<file path="src/rtl/instr_fetch.sv">
// instr_fetch: PC register plus single-outstanding fetch to instruction
// memory, presenting each word and its PC to decode over valid/ready.
// Ports:
//   clk, rst_n                      clock, async active-low reset
//   mem_req/mem_addr/mem_ready      fetch request handshake (out/out/in)
//   mem_rvalid/mem_rdata            fetch response (in)
//   instr_valid/instr/instr_op      decoded-side word, opcode bits [6:0]
//   instr_pc/instr_ready            PC of instr, decode acceptance (in)
//   redirect/redirect_pc            taken branch/jump and its target (in)
module instr_fetch #(
    parameter logic [31:0] RESET_PC = 32'h0000_0000
) (
    input  logic        clk,
    input  logic        rst_n,
    output logic        mem_req,
    output logic [31:0] mem_addr,
    input  logic        mem_ready,
    input  logic        mem_rvalid,
    input  logic [31:0] mem_rdata,
    output logic        instr_valid,
    output logic [31:0] instr,
    output logic [6:0]  instr_op,
    output logic [31:0] instr_pc,
    input  logic        instr_ready,
    input  logic        redirect,
    input  logic [31:0] redirect_pc
);

    typedef enum logic [1:0] {
        IDLE,
        REQ,
        WAIT,
        HOLD
    } state_t;

    localparam logic [31:0] PC0 = {RESET_PC[31:2], 2'b00};
    localparam logic [31:0] NOP = 32'h0000_0013;

    state_t      state;
    state_t      state_d;
    logic [31:0] pc;
    logic [31:0] pc_d;
    logic [31:0] tgt;
    logic        stale;
    logic        stale_d;
    logic        cap;

    assign tgt = {redirect_pc[31:2], 2'b00};

    always_comb begin
        state_d = state;
        pc_d    = pc;
        stale_d = stale;
        cap     = 1'b0;
        unique case (state)
            IDLE: begin
                state_d = REQ;
                if (redirect) pc_d = tgt;
            end
            REQ: begin
                if (redirect) pc_d = tgt;
                if (mem_ready) begin
                    state_d = WAIT;
                    // the accepted fetch belongs to the old path
                    if (redirect) stale_d = 1'b1;
                end
            end
            WAIT: begin
                if (redirect) begin
                    pc_d    = tgt;
                    stale_d = 1'b1;
                end
                if (mem_rvalid) begin
                    if (stale || redirect) begin
                        stale_d = 1'b0;
                        state_d = REQ;
                    end else begin
                        cap     = 1'b1;
                        state_d = HOLD;
                    end
                end
            end
            HOLD: begin
                if (redirect) begin
                    pc_d    = tgt;
                    state_d = REQ;
                end else if (instr_ready) begin
                    pc_d    = pc + 32'd4;
                    state_d = REQ;
                end
            end
            default: state_d = IDLE;
        endcase
    end

    always_ff @(posedge clk or negedge rst_n) begin
        if (!rst_n) begin
            state    <= IDLE;
            pc       <= PC0;
            stale    <= 1'b0;
            instr    <= NOP;
            instr_pc <= 32'h0;
        end else begin
            state <= state_d;
            pc    <= pc_d;
            stale <= stale_d;
            if (cap) begin
                instr    <= mem_rdata;
                instr_pc <= pc;
            end
        end
    end

    assign mem_req     = (state == REQ);
    assign mem_addr    = pc;
    assign instr_valid = (state == HOLD);
    assign instr_op    = instr[6:0];

endmodule
</file>
<file path="config.mk">
export PLATFORM = sky130hd
export DESIGN_NAME = instr_fetch
export DESIGN_NICKNAME = d
export VERILOG_FILES = /design/src/rtl/instr_fetch.sv
export SDC_FILE = /design/constraint.sdc
export NUM_CORES = 1
export LEC_CHECK = 0
export BUFFER_PORTS_ARGS = -buffer_cell sky130_fd_sc_hd__buf_2
export CAP_MARGIN = 40
export CORE_MARGIN = 2
export CORE_UTILIZATION = 45
export DETAILED_ROUTE_END_ITERATION = 7
export HOLD_SLACK_MARGIN = 0.03
export MAX_ROUTING_LAYER = met4
export PLACE_DENSITY_LB_ADDON = 0.12
export SLEW_MARGIN = 15
export SYNTH_ARGS = -nofsm -noshare
export SYNTH_HDL_FRONTEND = slang
export SYNTH_SLANG_ARGS = --single-unit
</file>
<file path="constraint.sdc">
create_clock -name clk -period 2.34 [get_ports clk]
set_input_delay 0.702 -clock clk [delete_from_list [all_inputs] [get_ports clk]]
set_output_delay 0.702 -clock clk [all_outputs]
set_load 0.02 [all_outputs]
</file>
== Word-level counts from Yosys, hierarchy flattened ==
Cells that the tools add are included.

* Add/sub/neg operators: 1
* Equal/unequal tests: 7
* Mux-type cells: 18
* Reduce and logical (&&, ||, !) cells: 7

{| class="wikitable"
|+ Operators by type and width
! kind !! number
|-
| 32-bit 2-to-1 mux || 3
|-
| 32-bit case mux with 2 select lines || 1
|-
| 32-bit by 3-bit adder with 32-bit output (second input constant) || 1
|-
| 2-bit 2-to-1 mux || 5
|-
| 2-bit case mux with 4 select lines || 1
|-
| 1-bit 2-to-1 mux || 7
|-
| 2-bit == test (second input constant) || 2
|-
| 2-bit by 1-bit inequality test with 1-bit output (second input constant) || 2
|-
| 2-bit AND reduction || 2
|-
| 3-bit by 1-bit inequality test with 1-bit output (second input constant) || 1
|-
| 3-bit AND reduction || 1
|-
| 3-bit OR reduction || 1
|-
| 2-bit by 1-bit == test with 1-bit output (second input constant) || 1
|-
| 2-bit logical NOT || 1
|-
| 2-bit inequality test (second input constant) || 1
|-
| 1-bit case mux with 2 select lines || 1
|-
| 2-bit nonzero test || 1
|-
| 1-bit logical OR || 1
|}

* Register bits: 99
* Input port bits: 70
* Output and inout bits: 105
* Logic and storage cells: 38

== Depth between registers and ports, before layout ==
* Depth in word-level cells: 4
* Gate-level depth with buffers: 7

== Worst setup path before layout ==
OpenSTA, ideal clock, no wires.

* Path kind: input to register
* From: input port redirect
* To: register instr[10]
* Data arrival time: 1.742 ns
* Required time: 2.215 ns
* Slack: 0.473 ns
* Stages: 5
* Buffers on the path: 2
* Cells stage by stage: nor2_1 > and3_1 > clkbuf_1 > buf_2 > mux2_2

* Word-level cells in the longest chain between the ends: 4

{| class="wikitable"
|+ RTL lines
! element !! line !! RTL
|-
| start, declared || 25 || <nowiki>input logic redirect,</nowiki>
|-
| 1-bit logical OR || 74 || <nowiki>if (stale || redirect) begin</nowiki>
|-
| 1-bit 2-to-1 mux || 74 ||
|-
| 1-bit 2-to-1 mux || 73 || <nowiki>if (mem_rvalid) begin</nowiki>
|-
| 1-bit 2-to-1 mux || 55 || <nowiki>unique case (state)</nowiki>
|-
| end signal, assigned || 108 || <nowiki>instr <= mem_rdata;</nowiki>
|-
| end, declared || 21 || <nowiki>output logic [31:0] instr,</nowiki>
|}

Every way passes these cells.
A chain may end at the register's enable or synchronous reset.

== Final worst setup path ==
* From: register state[1]
* To: output port mem_req

* Word-level cells in the longest chain between the ends: 1

{| class="wikitable"
|+ RTL lines
! element !! line !! RTL
|-
| start, declared || 39 || <nowiki>state_t state;</nowiki>
|-
| start signal, assigned || 104 || <nowiki>state <= state_d;</nowiki>
|-
| 2-bit by 1-bit == test with 1-bit output || 114 || <nowiki>assign mem_req = (state == REQ);</nowiki>
|-
| end, declared || 15 || <nowiki>output logic mem_req,</nowiki>
|}

Every way passes these cells.

==> flow_summary.toml <==
[drt]
routed_wl_microns = 11400
drt-pass1-iter-count = 4
wl_met3_microns = 609
ant_nets = 0
wire_per_inst_microns = 16.0
via_per_inst = 5.35
drt-met1-wl_microns = 5080
remaining_drc_errors = 0
wl_met2_microns = 5400
vias = 3812
drtIter0Drc = 173
top_layer_used = "met4"

[timing]
setup_viol = 0
hold_slack_ps = 278
fin_ws_ps = 360
maxSlewViolCount = 0
clock.fmax_mhz = 505
finalHoldViolations = 0
fin_crit_ps = 1980
setup_tns_ps = 0
grt_setup_unrepaired = "no"
period_share_pct = 84.6
clock_skew_ps = 12.0

[global_route]
grt_max_degree = 44
grt_pass1_vias = 3746
grt_overflow = 0
grt_pass1_wl_microns = 18600
grt_usage_pct = 21.7
antenna_found_initial = 1

[pwr]
ir_drop_v = 0.000483
leakage_nw = 2.90
power_density_mw_per_mm2 = 1090
power.total_mw = 6.30

[clocking]
cts_made_buffers = 9
cts_root_buf = "clkbuf_8"
cts_tree = "built"
post_cts_buffers = 0
clkSinkCount = 95
postCtsHoldBufs = 0
insertion_delay_ps = 370
post_cts_resize_count = 0
cts.htree.levels = 3
path_clk_slew_ps = 90
clk_path_buf_depth = 2

[placement]
port-buffer-count = 168
numPlacedInstances = 695
placed_area_sq_mm = 0.00557
dp_slack_ps = 290
gp_congestion = 0.826
dpl.hpwl_microns = 8170

[final_layout]
final_cells = 712
fin_nets = 649
final_area_sq_mm = 0.00580
fin_util_pct = 59.1
drive_gt1_share_pct = 49.0
syn_to_final_growth_pct = 26.7

[floorplan]
die_y_microns = 105
ioPinCount = 175
num_rows = 36
die_area_sq_mm = 0.0110
die_w_microns = 105
initial_core_util_pct = 46.6
core-area_sq_mm = 0.00982

[logic_synthesis]
synth-warning-count = 0
syn_inst = 408
syn_area_sq_mm = 0.00458
ys_seq_area_share_pct = 52.0
synth_area_per_cell_sq_um = 11.2
synth_edf_count = 0
synth-seq-cells = 95
synth.area.top_cells = "dfrtp_1 (50%), mux2_2 (15%), a21oi_1 (3.4%)"
ys_types = 52
synth_top_area_share_pct = 50.3
yosys.area.top_type = "dfrtp_1"
asyncSetResetFlopFracSynth_pct = 100
synth-main-ff-cell = "dfrtp_1"

[worst_setup_path]
reg2reg_slack_ps = 390
worstReg2RegStart = "mem_addr[9]"
start_kind = "register"
worstPathRequired_ps = 1640
worst_ep_arrival_time_ps = 1280
rr_endpoint = "mem_addr[21]"
crit_fanout = 5
crit_type = "register to output port"
rr_worst_depth = 5
cp-end-kind = "output port"

[min_path]
hold_path.class = "primary input to async pin"

[status]
status = "complete, no violations"

[flow_run]
max_cap_violations = 0
power breakdown:
group	internal (mW)	switching [mW]
logic	0.977	1.46
clock network	0.665	0.583
registers	2.15	0.464
total	3.80	2.51
cells by family (layout without fill, tap and decap cells):
group / count (synthesis) / after routing / share of synthesized area, %
AOI/OAI and AO/OA: 89 / 89 / 12.2
DFF: 95 / 95 / 52.0
muxes: 63 / 63 / 15.5
adders and majority gates: 6 / 6 / 1.64
buffers and inverters: 43 / 210 / 5.22
and+or+nand+nor: 111 / 111 / 13.4
other: 1 / 5 / 0.0819
sequential cells by signal, indices dropped and copies added, names as in the netlist:
signal	cells
instr_pc	30
stale	1
mem_addr	30
instr	32
state	2
area by class of cell:
type	count	area, sq um
Sequential cell	95	2380
Clock buffer	12	155
Multi-Input combinational cell	273	1980
Fill cell	892	4020
Tap cell	133	166
Clock inverter	4	77.6
Inverter	6	22.5
Timing Repair Buffer	188	1020
Antenna cell	1	2.50
layer usage:
metal | vias to the layer above | GRT usage, %
li1 | 1816 | -
met1 | 1835 | 28.0
met2 | 141 | 34.0
met3 | 20 | 4.43
met4 | 0 | 8.00
met5 | - | -
cells in the mapped netlist, types with 3 or more instances:
cell	n
a211oi_1	3
a21oi_1	31
a2bb2oi_1	4
a31oi_1	6
and3_1	8
and4_2	3
buf_2	8
buf_4	13
clkbuf_1	11
dfrtp_1	92
dfstp_2	3
ha_1	6
inv_1	6
mux2_2	62
nand2_1	18
nand2b_1	4
nand3_1	21
nand4_1	9
nor2_1	27
nor3_1	5
nor4_1	4
o211ai_1	4
o21ai_0	14
o22ai_1	10
o311ai_0	3
or3_1	3
worst max-delay path by stage:
stage / to / cells after the start / startpoint
after detailed placement: mem_addr[19] / 7 / instr_ready
after CTS: mem_req / 3 / state[1]
after global placement: mem_addr[29] / 6 / instr_ready
final: mem_req / 3 / state[1]
after global routing: mem_addr[19] / 7 / state[0]
after floorplan: instr[10] / 5 / redirect
cells in the final DEF (no fill, tap or decap), drive strengths merged, types with 2 or more instances in the layout:
master	instances
nand2	18
bufinv	2
nor4	5
o311ai	3
buf	188
dfstp	3
and4	3
inv	6
dfrtp	92
mux2	62
o21ai	14
clkbuf	12
a21oi	32
nand3	21
nor2	27
a31oi	6
conb	4
ha	6
a21o	2
o22ai	10
and3	9
nand2b	4
clkinv	2
o22a	2
a2bb2oi	4
nand4	11
a211oi	3
or3	3
o211ai	4
nor3	5
critical path: stages, from the launching register on:
cell and delay [ps]:
dfrtp_1 430, inv_1 100, ha_1 200, buf_2 180
No activity file was read; power rests on OpenSTA's default activity.
